**config.mk**
```make
export PLATFORM = sky130hd
export DESIGN_NAME = fifo_prog
export DESIGN_NICKNAME = d
export VERILOG_FILES = /design/src/rtl/fifo_pkg.sv /design/src/rtl/fifo_mem.sv /design/src/rtl/fifo_prog.sv
export SDC_FILE = /design/constraint.sdc
export NUM_CORES = 1
export LEC_CHECK = 0
export CAP_MARGIN = 25
export CORE_ASPECT_RATIO = 1.5
export CORE_MARGIN = 2
export CORE_UTILIZATION = 45
export DETAILED_ROUTE_END_ITERATION = 8
export PLACE_DENSITY_LB_ADDON = 0.12
export SLEW_MARGIN = 20
export SYNTH_ARGS = -nofsm -noshare
export SYNTH_HDL_FRONTEND = slang
export SYNTH_SLANG_ARGS = --single-unit
```
**constraint.sdc**
```tcl
create_clock -name clk -period 9.42 [get_ports clk]
set_input_delay 1.413 -clock clk [delete_from_list [all_inputs] [get_ports clk]]
set_output_delay 1.413 -clock clk [all_outputs]
set_load 0.01 [all_outputs]
```
**src/rtl/fifo_pkg.sv**
```systemverilog
// Shared sizing helpers for the fifo family.
// Latency: n/a (package). Backpressure: n/a.
// Contents: ptr_w() = pointer width including wrap bit, idx_w() = storage index width.
package fifo_pkg;

   // Pointer width: index bits plus one wrap bit, so full and empty stay distinguishable.
   function automatic int ptr_w(input int rows);
      return $clog2(rows) + 1;
   endfunction

   // Index width used to address storage rows.
   function automatic int idx_w(input int rows);
      return $clog2(rows);
   endfunction

endpackage

```
**src/rtl/fifo_mem.sv**
```systemverilog
// Storage array for the fifo family: one write port, one asynchronous read port.
// Latency: write lands at the clock edge; read data is combinational from raddr.
// Backpressure: none; the caller qualifies we. No reset: pointers alone define validity.
// Ports: clk, we/waddr/wdata (write port), raddr/rdata (async read port).
module fifo_mem #(
   parameter int  ROWS   = 8,
   parameter type DATA_T = logic [7:0],
   parameter int  AW     = 3
) (
   input  logic          clk,
   input  logic          we,
   input  logic [AW-1:0] waddr,
   input  DATA_T         wdata,
   input  logic [AW-1:0] raddr,
   output DATA_T         rdata
);

   DATA_T mem [ROWS];

   always_ff @(posedge clk) begin
      if (we) begin
         mem[waddr] <= wdata;
      end
   end

   assign rdata = mem[raddr];

endmodule

```
**src/rtl/fifo_prog.sv**
```systemverilog
// Synchronous FIFO with programmable almost flags, sticky over/underflow and selectable read mode.
// Latency: FWFT=0 -> r_data one cycle after accepted read; FWFT=1 -> head visible the cycle after its write.
// Backpressure: w_stall = full, r_stall = empty, both purely from current state; refused requests set sticky flags.
// Ports: clk, reset (async, active-high), flush (sync clear); w_req/w_data/w_stall write side;
//        r_req/r_data/r_valid/r_stall read side; write_ptr/read_ptr/count status; almost_full/almost_empty,
//        overflow/underflow flags.
module fifo_prog
   import fifo_pkg::*;
#(
   parameter int  ROWS      = 8,
   parameter type DATA_T    = logic [7:0],
   parameter bit  FWFT      = 1'b0,
   parameter int  AF_THRESH = ROWS - 2,
   parameter int  AE_THRESH = 2,
   localparam int PW        = ptr_w(ROWS),
   localparam int IW        = idx_w(ROWS)
) (
   input  logic          clk,
   input  logic          reset,
   input  logic          flush,
   input  logic          w_req,
   input  DATA_T         w_data,
   output logic          w_stall,
   input  logic          r_req,
   output DATA_T         r_data,
   output logic          r_valid,
   output logic          r_stall,
   output logic [PW-1:0] write_ptr,
   output logic [PW-1:0] read_ptr,
   output logic [PW-1:0] count,
   output logic          almost_full,
   output logic          almost_empty,
   output logic          overflow,
   output logic          underflow
);

   logic [PW-1:0] wp_q, rp_q;
   logic [PW-1:0] wp_n, rp_n, count_n;
   logic          full, empty;
   logic          w_acc, r_acc;
   logic          af_q, ae_q, ov_q, un_q;
   DATA_T         mem_rdata;

   // Wrap bit disambiguates full from empty when the index bits match.
   assign empty = (wp_q == rp_q);
   assign full  = (wp_q[IW-1:0] == rp_q[IW-1:0]) && (wp_q[PW-1] != rp_q[PW-1]);

   assign w_stall = full;
   assign r_stall = empty;

   // Flush swallows both requests in its cycle. At full only the read can win, at empty only the write.
   assign w_acc = w_req & ~full  & ~flush;
   assign r_acc = r_req & ~empty & ~flush;

   assign wp_n    = flush ? '0 : wp_q + PW'(w_acc);
   assign rp_n    = flush ? '0 : rp_q + PW'(r_acc);
   assign count_n = wp_n - rp_n;

   always_ff @(posedge clk or posedge reset) begin
      if (reset) begin
         wp_q <= '0;
         rp_q <= '0;
         af_q <= 1'b0;
         ae_q <= 1'b1;
         ov_q <= 1'b0;
         un_q <= 1'b0;
      end else begin
         wp_q <= wp_n;
         rp_q <= rp_n;
         // Flags follow the next occupancy so they change on the same edge as count.
         af_q <= (int'(count_n) >= AF_THRESH);
         ae_q <= (int'(count_n) <= AE_THRESH);
         if (flush) begin
            ov_q <= 1'b0;
            un_q <= 1'b0;
         end else begin
            ov_q <= ov_q | (w_req & full);
            un_q <= un_q | (r_req & empty);
         end
      end
   end

   assign write_ptr    = wp_q;
   assign read_ptr     = rp_q;
   assign count        = wp_q - rp_q;
   assign almost_full  = af_q;
   assign almost_empty = ae_q;
   assign overflow     = ov_q;
   assign underflow    = un_q;

   fifo_mem #(
      .ROWS   (ROWS),
      .DATA_T (DATA_T),
      .AW     (IW)
   ) u_mem (
      .clk   (clk),
      .we    (w_acc),
      .waddr (wp_q[IW-1:0]),
      .wdata (w_data),
      .raddr (rp_q[IW-1:0]),
      .rdata (mem_rdata)
   );

   generate
      if (FWFT) begin : g_fwft
         // Head of queue is always presented; r_req simply pops it.
         assign r_data  = mem_rdata;
         assign r_valid = ~empty;
      end else begin : g_reg
         DATA_T rd_q;
         logic  rv_q;

         always_ff @(posedge clk or posedge reset) begin
            if (reset) begin
               rd_q <= '0;
               rv_q <= 1'b0;
            end else begin
               rv_q <= r_acc;
               // r_data holds between reads; flush only drops the valid.
               if (r_acc) begin
                  rd_q <= mem_rdata;
               end
            end
         end

         assign r_data  = rd_q;
         assign r_valid = rv_q;
      end
   endgenerate

endmodule
```
==> results of run 1 <==
-- power groups by stage --
stage / Sequential (W) / Clock [W] / Combinational, W
detailed placement: 0.000445 / 0 / 0.000105
global route: 0.000439 / 0.000380 / 0.000114
floorplan: 0.000451 / 0 / 0.0000388
finish: 0.000436 / 0.000358 / 0.000103
global placement: 0.000444 / 0 / 0.000104
CTS: 0.000437 / 0.000365 / 0.000105
-- layout by cell type, fill, tap and decap left out, types with 8 or more instances in the layout --
cell and count:
dfrtp_1 20, nand2_1 11, clkbuf_16 11, clkdlybuf4s50_1 39, mux2i_1 8, inv_1 14
edfxtp_1 64, mux4_2 16, nor2_1 9, ha_1 10
-- cell type report --
cell class | instances | area, um2 | area share (%)
repair buffers | 46 | 443 | 10.1
clock inverters | 2 | 10.0 | 0.228
clock buffers | 14 | 307 | 6.98
well taps | 102 | 128 | 2.91
flip-flops and latches | 85 | 2450 | 55.8
inverters | 14 | 52.6 | 1.20
multi-input cells | 101 | 1000 | 22.8
-- per-layer routing --
layer	up-vias	GRT usage, %	routed length, um
met5	-	0	0
met4	0	9.09	143
met3	11	4.02	214
met2	44	31.3	3720
met1	943	21.3	2820
li1	879	-	-
-- path summary, 6_finish.rpt --
kind / to / slack (ns) / cells past startpoint
max in group asynchronous: r_data[3]$_DFFE_PP0N_ / 7.30 / 2
min in group asynchronous: read_ptr[0]$_DFF_PP0_ / 1.57 / 2
setup / recovery: almost_empty$_DFF_PP1_ / 5.12 / 11
hold reg to reg: r_data[2]$_DFFE_PP0N_ / 0.48 / 2
hold / removal: r_data[2]$_DFFE_PP0N_ / 0.48 / 2
setup reg to reg: almost_empty$_DFF_PP1_ / 5.74 / 15
-- flip-flops by register name, indices dropped and copies added, names as in the netlist --
| signal | flops |
|---|---|
| overflow | 1 |
| write_ptr | 4 |
| u_mem.mem | 64 |
| r_data | 8 |
| almost_full | 1 |
| read_ptr | 4 |
| underflow | 1 |
| r_valid | 1 |
| almost_empty | 1 |
-- critical path, delay by kind of cell --
kind | cells | cell delay (ns)
adder cells (fa/ha/maj) | 3 | 0.81
AND/OR/NAND/NOR | 3 | 0.83
XOR/XNOR | 1 | 0.23
buffers and inverters | 2 | 0.93
AO/OA/AOI/OAI | 2 | 0.32
-- cell families after synthesis --
group | count (synthesis) | share of synthesized area, %
AOI/OAI and AO/OA | 14 | 2.23
xor gates and xnor gates | 9 | 2.61
adders and majority gates | 12 | 4.66
buffers and inverters | 22 | 3.00
DFF | 85 | 69.1
muxes | 24 | 12.4
and+or+nand+nor | 42 | 5.93
-- metrics by stage --
step,utilization (%),cells
after floorplan,-,208
after global placement,53.5,348
after detailed placement,53.5,348
after CTS,57.7,364
after global routing,57.7,364
final,57.7,364
==> qor.yml, run 1 <==
critical_path:
  cp_data_arrival_time_ns: 4.56
  required_ns: 9.68
  critPathMaxFanout: 17
  slowest_delay_ns: 0.79
  start_kind: "primary input"
  path_cells: "clkdlybuf4s50_1, or3b_1, inv_1, ha_1, ha_1, nand2b_1, ha_1, a21o_1, a21oi_1, xnor3_1, nor3b_1"
  critPathKind: "primary input to flop"
  worst_setup_path_end_kind: "flop"
  cpMostUsedCell: "ha_1"
  crit_path_start: "flush"
  r2r_start: "read_ptr[1]$_DFF_PP0_"
  cp_slowest_cell: "clkdlybuf4s50_1"
clock_tree:
  cts_tree: "done"
  cts-root-buf: "clkbuf_16"
  post_cts_buffers: 0
  clk_latency_ns: 0.34
  cts.clk_slew.worst_paths_ns: 0.06
  cts_resized: 0
  cts.sinks: 85
  clockBufferDepth: 2
  cts_buffers: 9
  ctsHoldBuffers: 0
  htreeDepth: 3
yosys:
  ys_ff_latch: 85
  synth.most_common_cell: "edfxtp_1"
  ys_top_cells_by_count: "64 x edfxtp_1, 20 x dfrtp_1, 16 x mux4_2"
  synth_nets: 233
  ys_async_sr_fraction_pct: 24.7
  yosys_warnings: 0
  ys_seq_area_share_pct: 69.1
  syn_inst: 208
  synth_area_leaders: "edfxtp_1 54%, dfrtp_1 14%, mux4_2 10%"
  synth_top_area_share_pct: 54.3
  syn_avg_cell_area_um2: 17.0
  ys_types: 31
  synth_top_area_cell: "edfxtp_1"
  synth_edf_count: 64
  synth_area_um2: 3540
  synth_top_flop_cell: "edfxtp_1"
cells_and_area:
  fillCellCount: 617
  areaGrowthSynthToFinish_pct: 24.0
  nNetsFinal: 282
  final_cell_area_um2: 4390
  drive_gt1_share_pct: 16.4
  n_antenna_cell: 0
placement:
  dp_slack_ns: 4.76
  placed_cell_area_um2: 4080
  portBuffers: 39
  globalplace.congestion: 0.755
  hpwlAfterDp_mm: 4.59
routing:
  routed_via_density: 5.16
  totalWireLength_mm: 6.90
  first_pass_iters: 4
  drc_errors: 0
  wl_per_cell_um: 18.9
  vias: 1877
  drt_iter0_drc: 155
  final_antenna_net_count: 0
power_and_ir_drop:
  powerDensity_nw_per_um2: 204
  irDropWorstVdd_mv: 0.106
  p_sw_w: 0.000191
  internal_power_w: 0.000706
  swShare_pct: 21.3
  pwr-share-seq_pct: 48.7
  p_total_w: 0.000897
  power_frac_comb_pct: 11.5
  clockPowerShare_pct: 39.9
  p_leak_nw: 1.63
floorplanning:
  die_w_um: 76.4
  io_pins: 40
  die_area_um2: 8610
  rows: 39
  die_height_um: 113
  initial_core_util_pct: 46.5
  coreArea_um2: 7610
sta:
  setup_viol_count_final: 0
  hold_violations: 0
  finClkSkew_ns: 0.00762
  tightest_slew_ns: 0.891
  slew_viol_final: 0
  setup_ws_ns: 5.12
  slew_headroom_pct: 40.6
  layout_min_cycle_time_ns: 4.30
  post-route-period-util_pct: 45.6
  timing.hold.ws_ns: 0.483
  setup_tns_ns: 0
  fmax_mhz: 233
  rsz0062_at_grt: "false"
global_routing:
  grtUsageTotal_pct: 18.1
  grt_first_pass_wirelength_mm: 11.2
  grt_pass1_vias: 2048
  overflow: 0
  grt_max_degree: 22
  antenna_found_initial: 0
status:
  outcome: "finished clean"
hold_path:
  hp-class: "flop to flop"
  hold_start: "r_data[2]$_DFFE_PP0N_"
job:
  cap_violations: 0
Note: power is estimated with default switching activity, not from simulation.
==> run 2: changes to the inputs <==
==> constraint.sdc (replaced) <==
create_clock -name clk -period 3.55 [get_ports clk]
set_input_delay 0.5325 -clock clk [delete_from_list [all_inputs] [get_ports clk]]
set_output_delay 0.5325 -clock clk [all_outputs]
set_load 0.01 [all_outputs]
==> qor.yml, run 2 (synthesized netlist as in run 1, its figures left out) <==
floorplanning:
  die_w_um: 76.4  # unchanged
  initial_core_util_pct: 46.5  # unchanged
  rows: 39  # unchanged
  die_area_um2: 8610  # unchanged
  coreArea_um2: 7610  # unchanged
  io_pins: 40  # unchanged
  die_height_um: 113  # unchanged
critical_path:
  critPathMaxFanout: 7  # -10
  critPathKind: "flop to flop"
  required_ns: 3.80  # -5.88 ns
  cp_data_arrival_time_ns: 3.47  # -1.09 ns
  r2r_start: "write_ptr[0]$_DFF_PP0_"
  start_kind: "flop"
  worst_setup_path_end_kind: "flop"
  crit_path_start: "write_ptr[0]$_DFF_PP0_"
cells_and_area:
  nNetsFinal: 289  # +2.5%
  n_antenna_cell: 0  # unchanged
  drive_gt1_share_pct: 17.5  # +1.1 points
  largest_reg_flops: 64  # unchanged
  final_cell_area_um2: 4430  # +0.94%
  mostFrequentLayoutCells: "64 x edfxtp_1, 39 x clkdlybuf4s50_1, 20 x dfrtp_1, 16 x mux4_2, 14 x inv_1"
  largest-register: "u_mem.mem"
  areaGrowthSynthToFinish_pct: 25.2
  mostFrequentLayoutCell: "edfxtp_1"
status:
  outcome: "finished clean"
power_and_ir_drop:
  irDropWorstVdd_mv: 0.273  # +160%
  p_leak_nw: 1.66  # +2.0%
  powerDensity_nw_per_um2: 541  # +160%
  p_total_w: 0.00240  # +170%
sta:
  slew_viol_final: 0  # unchanged
  rsz0062_at_grt: "false"
  post-route-period-util_pct: 90.6
  fmax_mhz: 311
  finClkSkew_ns: 0.00572  # -0.00190 ns
  setup_tns_ns: 0  # unchanged
  layout_min_cycle_time_ns: 3.22
  tightest_slew_ns: 0.557  # -0.333 ns
  setup_ws_ns: 0.333  # -4.79 ns
  slew_headroom_pct: 62.8  # +22 points
  hold_violations: 0  # unchanged
  setup_viol_count_final: 0  # unchanged
routing:
  drt_iter0_drc: 125  # -19%
  routed_via_density: 5.20  # +0.88%
  wl_per_cell_um: 18.9  # about the same
  vias: 1930  # +2.8%
  first_pass_iters: 4  # unchanged
  drc_errors: 0  # unchanged
  totalWireLength_mm: 7.03  # +1.9%
  final_antenna_net_count: 0  # unchanged
clock_tree:
  cts_tree: "done"
  clk_latency_ns: 0.33  # about the same
  clockBufferDepth: 2  # unchanged
  cts_resized: 0  # unchanged
  cts-root-buf: "clkbuf_16"
  ctsHoldBuffers: 0  # unchanged
  cts.sinks: 85  # unchanged
  cts_buffers: 9  # unchanged
  post_cts_buffers: 0  # unchanged
  cts.clk_slew.worst_paths_ns: 0.06  # about the same
  htreeDepth: 3  # unchanged
global_routing:
  overflow: 0  # unchanged
  grt_pass1_vias: 2119  # +3.5%
  antenna_found_initial: 0  # unchanged
  grt_max_degree: 22  # unchanged
  grtUsageTotal_pct: 18.0  # -0.15 points
  grt_first_pass_wirelength_mm: 11.3  # +0.62%
job:
  cap_violations: 0  # unchanged
placement:
  hpwlAfterDp_mm: 4.70  # +2.2%
  placed_cell_area_um2: 4110  # +0.86%
  portBuffers: 39  # unchanged
  dp_slack_ns: 0.339  # -4.42 ns
  globalplace.congestion: 0.754  # about the same
hold_path:
  hold_start: "r_data[1]$_DFFE_PP0N_"
  hp-class: "flop to flop"
[run 2: area by class of cell]
class                   instances  area (um2)
clock buffers                  11         233
repair buffers                 53         503
inverters                      14        52.6
flip-flops and latches         85        2450
clock inverters                 5        75.1
well taps                     102         128
multi-input cells             101         993
fillers                       634        3180
[run 2: final timing paths]
kind                                          endpoint  slack, ns  cells after the start
worst max register to register  almost_empty$_DFF_PP1_       0.33                     14
worst min-delay path             r_data[1]$_DFFE_PP0N_       0.48                      2
min in group asynchronous        r_data[5]$_DFFE_PP0N_       0.55                      2
max in group asynchronous        read_ptr[1]$_DFF_PP0_       2.52                      3
worst max-delay path            almost_empty$_DFF_PP1_       0.33                     14
worst min register to register   r_data[1]$_DFFE_PP0N_       0.48                      2
[run 2: layer usage]
| metal | vias to the layer above | wire [um] | track usage (%) |
|---|---|---|---|
| li1 | 885 | - | - |
| met1 | 971 | 2790 | 20.4 |
| met2 | 64 | 3770 | 32.0 |
| met3 | 10 | 322 | 4.34 |
| met4 | 0 | 148 | 8.12 |
| met5 | - | 0 | 0 |
[run 2: critical path, stage by stage (launching register included)]
cell      delay (ns)
dfrtp_1         0.45
inv_1           0.13
ha_1            0.32
nand3_1         0.11
nor2_1          0.08
or3b_1          0.41
inv_1           0.12
ha_1            0.18
ha_1            0.23
nand2b_1        0.14
ha_1            0.25
a21o_1          0.17
a21oi_1         0.15
xnor3_1         0.24
nor3b_1         0.15
[run 2: where the power goes]
group | leakage, nW | internal, W | switching, W | total (W)
clock network | 0.153 | 0.000612 | 0.000350 | 0.000962
logic | 0.656 | 0.000156 | 0.000126 | 0.000282
registers | 0.854 | 0.00113 | 0.0000267 | 0.00115
total | 1.66 | 0.00190 | 0.000502 | 0.00240
[run 2: metrics by stage]
step	instances	utilization, %	hold WS (ns)
CTS	370	58.0	0.488
global route	371	58.2	0.508
global placement	354	54.0	0.462
finish	371	58.2	0.483
detailed placement	354	54.0	0.474
floorplan	208	-	0.508
